[config.mk]
export PLATFORM = sky130hd
export DESIGN_NAME = morse_key_decoder
export DESIGN_NICKNAME = d
export VERILOG_FILES = /design/src/rtl/morse_pkg.sv /design/src/rtl/morse_key_decoder_debounce.sv /design/src/rtl/morse_key_decoder.sv
export SDC_FILE = /design/constraint.sdc
export NUM_CORES = 1
export LEC_CHECK = 0
export CAP_MARGIN = 20
export CORE_ASPECT_RATIO = 0.7
export CORE_MARGIN = 10
export CORE_UTILIZATION = 35
export CTS_BUF_LIST = sky130_fd_sc_hd__clkbuf_4 sky130_fd_sc_hd__clkbuf_8
export DETAILED_ROUTE_END_ITERATION = 6
export DONT_BUFFER_PORTS = 1
export GPL_TIMING_DRIVEN = 0
export SYNTH_ARGS = -nofsm -noshare
export SYNTH_HDL_FRONTEND = slang
export SYNTH_HIERARCHICAL = 1
export SYNTH_SLANG_ARGS = --single-unit
[constraint.sdc]
create_clock -name clk -period 2 [get_ports clk]
set_clock_uncertainty 0.05 [all_clocks]
set_input_delay 0.4 -clock clk [delete_from_list [all_inputs] [get_ports clk]]
set_output_delay 0.4 -clock clk [all_outputs]
set_load 0.05 [all_outputs]
[src/rtl/morse_pkg.sv]
// Shared definitions for the Morse key decoder: FSM states, element encodings and
// default timing/size parameters.
package morse_pkg;

  typedef enum logic [1:0] {
    ST_IDLE  = 2'd0,
    ST_PRESS = 2'd1,
    ST_GAP   = 2'd2,
    ST_EMIT  = 2'd3
  } state_t;

  localparam logic ELEM_DOT  = 1'b0;
  localparam logic ELEM_DASH = 1'b1;

  localparam int unsigned DEF_MAX_ELEM   = 5;
  localparam int unsigned DEF_DASH_TICKS = 3;
  localparam int unsigned DEF_LETTER_GAP = 3;

endpackage

[src/rtl/morse_key_decoder_debounce.sv]
// Key conditioner: 2-flop synchronizer followed by a stability filter; the output follows
// the synchronized key only after it has differed for DB_CYCLES consecutive clocks.
module morse_debounce #(
  parameter int unsigned DB_CYCLES = 16
) (
  input  logic clk,
  input  logic rst,
  input  logic din,
  output logic dout
);

  localparam int unsigned DB_W = $clog2(DB_CYCLES + 1);

  logic [1:0]      sync;
  logic [DB_W-1:0] cnt;
  logic            dout_q;

  always_ff @(posedge clk or posedge rst) begin
    if (rst) begin
      sync   <= '0;
      cnt    <= '0;
      dout_q <= 1'b0;
    end else begin
      sync <= {sync[0], din};
      if (sync[1] != dout_q) begin
        if (cnt == DB_W'(DB_CYCLES - 1)) begin
          dout_q <= sync[1];
          cnt    <= '0;
        end else begin
          cnt <= cnt + DB_W'(1);
        end
      end else begin
        cnt <= '0;
      end
    end
  end

  assign dout = dout_q;

endmodule

[src/rtl/morse_key_decoder.sv]
// Morse key decoder: times presses/releases in divider ticks, classifies dot/dash and emits
// {code,len,err} on a valid/ready handshake. Key debounce enabled by `define MORSE_DEBOUNCE_EN.
module morse_key_decoder
  import morse_pkg::*;
#(
  parameter int unsigned DASH_TICKS = DEF_DASH_TICKS,
  parameter int unsigned LETTER_GAP = DEF_LETTER_GAP,
  parameter int unsigned MAX_ELEM   = DEF_MAX_ELEM,
  parameter int unsigned CNT_W      = 8
`ifdef MORSE_DEBOUNCE_EN
  , parameter int unsigned DB_CYCLES = 16
`endif
) (
  input  logic                clk,
  input  logic                rst,
  input  logic                tick_in,
  input  logic                key_in,
  output logic [MAX_ELEM-1:0] sym_code,
  output logic [2:0]          sym_len,
  output logic                sym_err,
  output logic                sym_valid,
  input  logic                sym_ready,
  output logic                busy
);

  localparam logic [CNT_W-1:0] DASH_T = CNT_W'(DASH_TICKS);
  localparam logic [CNT_W-1:0] GAP_T  = CNT_W'(LETTER_GAP);
  localparam logic [2:0]       MAX_L  = 3'(MAX_ELEM);

  state_t              state, state_n;
  logic [CNT_W-1:0]    cnt, cnt_n, cnt_inc, cnt_gap;
  logic [MAX_ELEM-1:0] code, code_n;
  logic [2:0]          len, len_n;
  logic                err, err_n;
  logic                tick_q, tick_rise;
  logic                key_s;
  logic                elem;

`ifdef MORSE_DEBOUNCE_EN
  morse_debounce #(
    .DB_CYCLES(DB_CYCLES)
  ) u_debounce (
    .clk (clk),
    .rst (rst),
    .din (key_in),
    .dout(key_s)
  );
`else
  logic key_q;

  always_ff @(posedge clk or posedge rst) begin
    if (rst) key_q <= 1'b0;
    else     key_q <= key_in;
  end

  assign key_s = key_q;
`endif

  assign tick_rise = tick_in & ~tick_q;
  assign cnt_inc   = (cnt == '1) ? cnt : cnt + CNT_W'(1);
  assign cnt_gap   = tick_rise ? cnt_inc : cnt;
  assign elem      = (cnt >= DASH_T) ? ELEM_DASH : ELEM_DOT;

  always_ff @(posedge clk or posedge rst) begin
    if (rst) begin
      state  <= ST_IDLE;
      cnt    <= '0;
      code   <= '0;
      len    <= '0;
      err    <= 1'b0;
      tick_q <= 1'b0;
    end else begin
      state  <= state_n;
      cnt    <= cnt_n;
      code   <= code_n;
      len    <= len_n;
      err    <= err_n;
      tick_q <= tick_in;
    end
  end

  always_comb begin
    state_n = state;
    cnt_n   = cnt;
    code_n  = code;
    len_n   = len;
    err_n   = err;
    unique case (state)
      ST_IDLE: begin
        if (key_s) begin
          state_n = ST_PRESS;
          cnt_n   = '0;
        end
      end
      ST_PRESS: begin
        // Release wins over a same-cycle tick, so that tick is never counted.
        if (!key_s) begin
          if (len < MAX_L) begin
            code_n = code | (MAX_ELEM'(elem) << len);
            len_n  = len + 3'd1;
          end else begin
            err_n = 1'b1;
          end
          state_n = ST_GAP;
          cnt_n   = '0;
        end else if (tick_rise) begin
          cnt_n = cnt_inc;
        end
      end
      ST_GAP: begin
        // Gap completion is evaluated on the incremented count so EMIT follows the final tick directly.
        if (cnt_gap >= GAP_T) begin
          state_n = ST_EMIT;
          cnt_n   = '0;
        end else if (key_s) begin
          state_n = ST_PRESS;
          cnt_n   = '0;
        end else begin
          cnt_n = cnt_gap;
        end
      end
      ST_EMIT: begin
        if (sym_ready) begin
          state_n = ST_IDLE;
          code_n  = '0;
          len_n   = '0;
          err_n   = 1'b0;
        end
      end
      default: state_n = ST_IDLE;
    endcase
  end

  assign sym_code  = code;
  assign sym_len   = len;
  assign sym_err   = err;
  assign sym_valid = (state == ST_EMIT);
  assign busy      = (state != ST_IDLE);

endmodule

======== Yosys cells after proc, flatten, opt, wreduce, memory -nomap -nowiden ========
Index checks and enable logic that the tools add are counted.
storage, ports and cells
  flip-flop bits (word level) ............. 21
  bits in latches ......................... 0
  RAM bits ................................ 0
  bits in read-only memories .............. 0
  input bits .............................. 5
  output and inout port bits .............. 11
  word-level logic and storage cells ...... 58
  memories ................................ 0
operators by class
  $add $sub $neg .......................... 2
  multipliers ............................. 0
  div/mod/pow operators ................... 0
  magnitude comparators ................... 3
  equality and inequality tests ........... 9
  shifts and indexed selects .............. 1
  multiplexer cells ....................... 25
  bitwise logic cells ..................... 3
  reductions and logical operators ........ 8
operators with widths
  kind                   count
  $mux W8                6
  $pmux W8 S3            1
  $ge A8 B2 Y1 const B   2
  $mux W5                3
  $pmux W5 S2            1
  $mux W3                3
  $add A8 B1 Y8 const B  1
  $eq A8 B8 Y1 const B   1
  $mux W2                4
  $ne A2 B2 Y1 const B   4
  $pmux W2 S4            1
  $reduce_and A4 Y1      2
  $pmux W3 S2            1
  $or A5 B5 Y5           1
  $shl A1 B3 Y5          1
  $eq A2 B2 Y1 const B   2
  $mux W1                4
  $reduce_and A2 Y1      2
  $reduce_bool A2 Y1     2
  $add A3 B1 Y3 const B  1
  $lt A3 B3 Y1 const B   1
  $reduce_bool A3 Y1     1
  $eq A2 B1 Y1 const B   1
  $logic_not A2 Y1       1
  other kinds (4)        4

======== Logic depth before layout (Yosys ltp) ========
  depth after elaboration ................. 7
  gate-level depth with buffers ........... 7
  mapped depth without buffers ............ 7

======== Worst setup path after synthesis ========
OpenSTA, ideal clock, no wires.
  path kind ............................... flip-flop to flip-flop
  start ................................... reg cnt[0]
  end ..................................... reg cnt[6]
  setup time .............................. 0.078 ns
  arrival ................................. 2.073 ns
  required time ........................... 1.872 ns
  setup slack ............................. -0.201 ns
  cell stages (with the launch flop) ...... 8
  path buffers ............................ 0
  clock period less this slack ............ 2.201 ns
  cell sequence ........................... dfrtp_1 > ha_1 > and3_4 > a21boi_4 > mux2i_1 > nor4_2 > or4b_1 > a21boi_1
between the ends
  word-level cells in the longest chain between the ends .. 6
  elaborated cells on any way between the ends .. 9
  those cells by class .................... 1 x add/sub; 1 x order compare; 1 x eq/ne; 6 x mux
RTL lines
  item                                                  RTL line                                            text
  start: declaration                                    morse_key_decoder.sv:31                             logic [CNT_W-1:0] cnt, cnt_n, cnt_inc, cnt_gap;
  start signal: assignment                              morse_key_decoder.sv:74                             cnt <= cnt_n;
  $add A8 B1 Y8 / $eq A8 B8 Y1 (equally long branches)  morse_key_decoder.sv:60                             assign cnt_inc = (cnt == '1) ? cnt : cnt + CNT_W'(1);
  $mux W8                                               morse_key_decoder.sv:60
  $mux W8 (*)                                           morse_key_decoder.sv:106                            end else if (tick_rise) begin
  $ge A8 B2 Y1 / $mux W8 (equally long branches)        morse_key_decoder.sv:112, morse_key_decoder.sv:115
  $mux W8                                               morse_key_decoder.sv:112                            if (cnt_gap >= GAP_T) begin
  $pmux W8 S3 (*)                                       morse_key_decoder.sv:88                             unique case (state)
Mark *: on every way between the ends. The rest lies on a longest branch, timed or not.
A chain may end at the register's enable or synchronous reset.

======== Worst setup path after layout ========
  start ................................... reg tick_q
  end ..................................... reg cnt[6]
between the ends
  word-level cells in the longest chain between the ends .. 6
  elaborated cells on any way between the ends .. 8
  those cells by class .................... 1 x order compare; 5 x mux; 2 x bitwise
RTL lines
  item                                            RTL line                                            text
  start: declaration                              morse_key_decoder.sv:35                             logic tick_q, tick_rise;
  start signal: assignment                        morse_key_decoder.sv:78                             tick_q <= tick_in;
  $not A1 Y1 (*)                                  morse_key_decoder.sv:59                             assign tick_rise = tick_in & ~tick_q;
  $and A1 B1 Y1 (*)                               morse_key_decoder.sv:59
  $mux W8 (*)                                     --
  $ge A8 B2 Y1 / $mux W8 (equally long branches)  morse_key_decoder.sv:112, morse_key_decoder.sv:115
  $mux W8                                         morse_key_decoder.sv:112
  $pmux W8 S3 (*)                                 morse_key_decoder.sv:88
Marked as above.

==> results_dict.tcl <==
set metrics [dict create \
    drc_errors 2 \
    hp-class "input port to flop" \
    fin_crit_ps 2160 \
    cts_tree "done" \
    drive_gt1_share_pct 32.6 \
    yosysSeqAreaShare_pct 38.4 \
    antennaDiodeCount 0 \
    clockRootBuffer "clkbuf_8" \
    synthArstFlopShare_pct 100 \
    fin_crit_sh_pct 108 \
    nNetsFinal 189 \
    drv_cap 0 \
    whs_ps 109 \
    grt_pass1_wl_um 6220 \
    place_hpwl_um 2480 \
    die_area_mm2 0.00685 \
    tightest_slew_ps 830 \
    final_area_mm2 0.00176 \
    critical_path.cell_chain "and4b_2 -> nand4_1 -> mux2i_2 -> nor4_4 -> or4b_4 -> a21boi_2" \
    p_per_area_mw_per_mm2 1110 \
    met1_length_um 1610 \
    hold_buffers 0 \
    syn_inst 155 \
    stdcell_count 225 \
    start_util_pct 37.5 \
    postRouteAntennaNets 0 \
    clk_pin_slew_ps 80 \
    startpoint_type "flop" \
    fmaxAchievable_ghz 0.464 \
    synthesis.nets 168 \
    synth_ff_type "dfrtp_1" \
    slew-limit-headroom_pct 44.6 \
    leakagePower_nw 0.787 \
    core_area_mm2 0.00365 \
    clk-insertion-delay-late_ps 260 \
    wire_per_inst_um 17.2 \
    ys_warn_count 6 \
    rows 18 \
    vias_per_cell 5.88 \
    tns_ps -378 \
    grt_pass1_vias 1305 \
    dr.max_layer_used "met4" \
    dpl.cell_count 205 \
    antenna_found_initial 0 \
    setup_viol 5 \
    finalHoldViolations 0 \
    dpl_cell_area_mm2 0.00144 \
    chipWidth_um 94.7 \
    met2_wirelength_um 1920 \
    dr_wl_met3_um 282 \
    setup_slack_ps -155 \
    ctsLongestPathBuffers 2 \
    dr.pass1.iters 6 \
    wl_um 3860 \
    violations "DRC, setup timing" \
    drt-initial-drc-count 85 \
    worstPathMaxFanout 5 \
    crit_slowest_cell "or4b_4" \
    syn2layout_area_growth_pct 28.9 \
    path_delay_family "simple AND/OR/NAND/NOR gates" \
    io_buffers 0 \
    peakVddDrop_mv 0.803 \
    status "finished with violations" \
    die_y_um 72.3 \
    ys_ff_latch 21 \
    gp_congestion 0.922 \
    path_buf_inv 0 \
    end_kind "flop" \
    required_ps 2140 \
    postSynthAreaPerCell_um2 8.83 \
    synth_edf_count 0 \
    grt.overflow.total 0 \
    rsz0062_at_grt "true" \
    final_cell_mix "nor2_1, dfrtp_1, buf_4" \
    synth_area_mm2 0.00137 \
    via_count 1324 \
    gr-usage-all-layers_pct 11.1 \
    htreeDepth 1 \
    clkSinkCount 21 \
    power_mw 1.96 \
    worstPathArrival_ps 2290 \
    cts_buffers 3 \
    drv_slew 0 \
    max_stage_delay_ps 500 \
    ios 16 \
    path_class "flop to flop" \
    yosysUniqueCellTypes 44 \
    grt_max_degree 22 \
]
==> cell type report <==
type / instances / area [µm²]
Clock buffer: 4 / 48.8
Inverter: 12 / 45.0
Sequential cell: 21 / 532
Buffer: 3 / 13.8
Timing Repair Buffer: 16 / 124
Tap cell: 50 / 62.6
Multi-Input combinational cell: 119 / 938
Fill cell: 341 / 1880
==> through the flow <==
| stage | setup slack, ps | util [%] |
|---|---|---|
| floorplan | -70.0 | - |
| global placement | -311 | 39.4 |
| detailed placement | -324 | 39.4 |
| CTS | -135 | 44.5 |
| global route | -310 | 48.4 |
| finish | -155 | 48.4 |
==> synthesized netlist by cell type, drive strengths merged, types with 4 or more instances <==
cell type,count,area [µm²]
a21oi,11,55.1
and3,5,37.5
o21ai,12,60.1
dfrtp,21,526
nor3,7,35.0
ha,8,100
nand2,9,33.8
nand3,8,40.0
inv,12,45.0
mux2i,4,40.0
nor2,16,60.1
==> power by group <==
| part | internal, mW | total, mW | switching, mW |
|---|---|---|---|
| logic | 0.314 | 0.848 | 0.535 |
| registers | 0.504 | 0.811 | 0.308 |
| clock network | 0.156 | 0.300 | 0.144 |
| total | 0.973 | 1.96 | 0.987 |
==> routing by layer <==
metal  global-route usage, %  up-vias
li1                        -      621
met1                    13.6      649
met2                    18.2       46
met3                    4.42        8
met4                    1.49        0
met5                       0        -
==> final timing paths <==
| check | cells past startpoint | startpoint | slack (ps) | to |
|---|---|---|---|---|
| setup / recovery | 6 | tick_q$_DFF_PP0_ | -160 | cnt[6]$_DFFE_PP0P_ |
| hold / removal | 0 | tick_in | 110 | tick_q$_DFF_PP0_ |
| setup reg to reg | 6 | tick_q$_DFF_PP0_ | -160 | cnt[6]$_DFFE_PP0P_ |
| hold reg to reg | 2 | cnt[5]$_DFFE_PP0P_ | 620 | cnt[5]$_DFFE_PP0P_ |
| max in group asynchronous | 1 | rst | 1190 | state[1]$_DFFE_PP0P_ |
| min in group asynchronous | 1 | rst | 140 | cnt[7]$_DFFE_PP0P_ |
==> cells by family (layout without fill, tap and decap cells) <==
group           after synthesis  in the layout  share of synthesized area, %
simple gates                 57             57                          22.1
compound gates               49             49                          24.1
flops                        21             21                          38.4
buf+inv                      15             35                          4.30
fa+ha+maj                     8              8                          7.31
mux                           5              5                          3.75
==> flip-flops by register name, summed over array words and instances (netlist names) <==
| register | flops |
|---|---|
| sym_code | 5 |
| state | 2 |
| cnt | 8 |
| tick_q | 1 |
| sym_err | 1 |
| key_q | 1 |
| sym_len | 3 |
==> timing repair <==
action	4_1_cts	5_1_grt
pin swaps	7	5
setup buffers	9	8
gates cloned	0	0
setup endpoints to repair	14	14
gates resized for setup	15	20
Power figures use the tool's default switching activity.
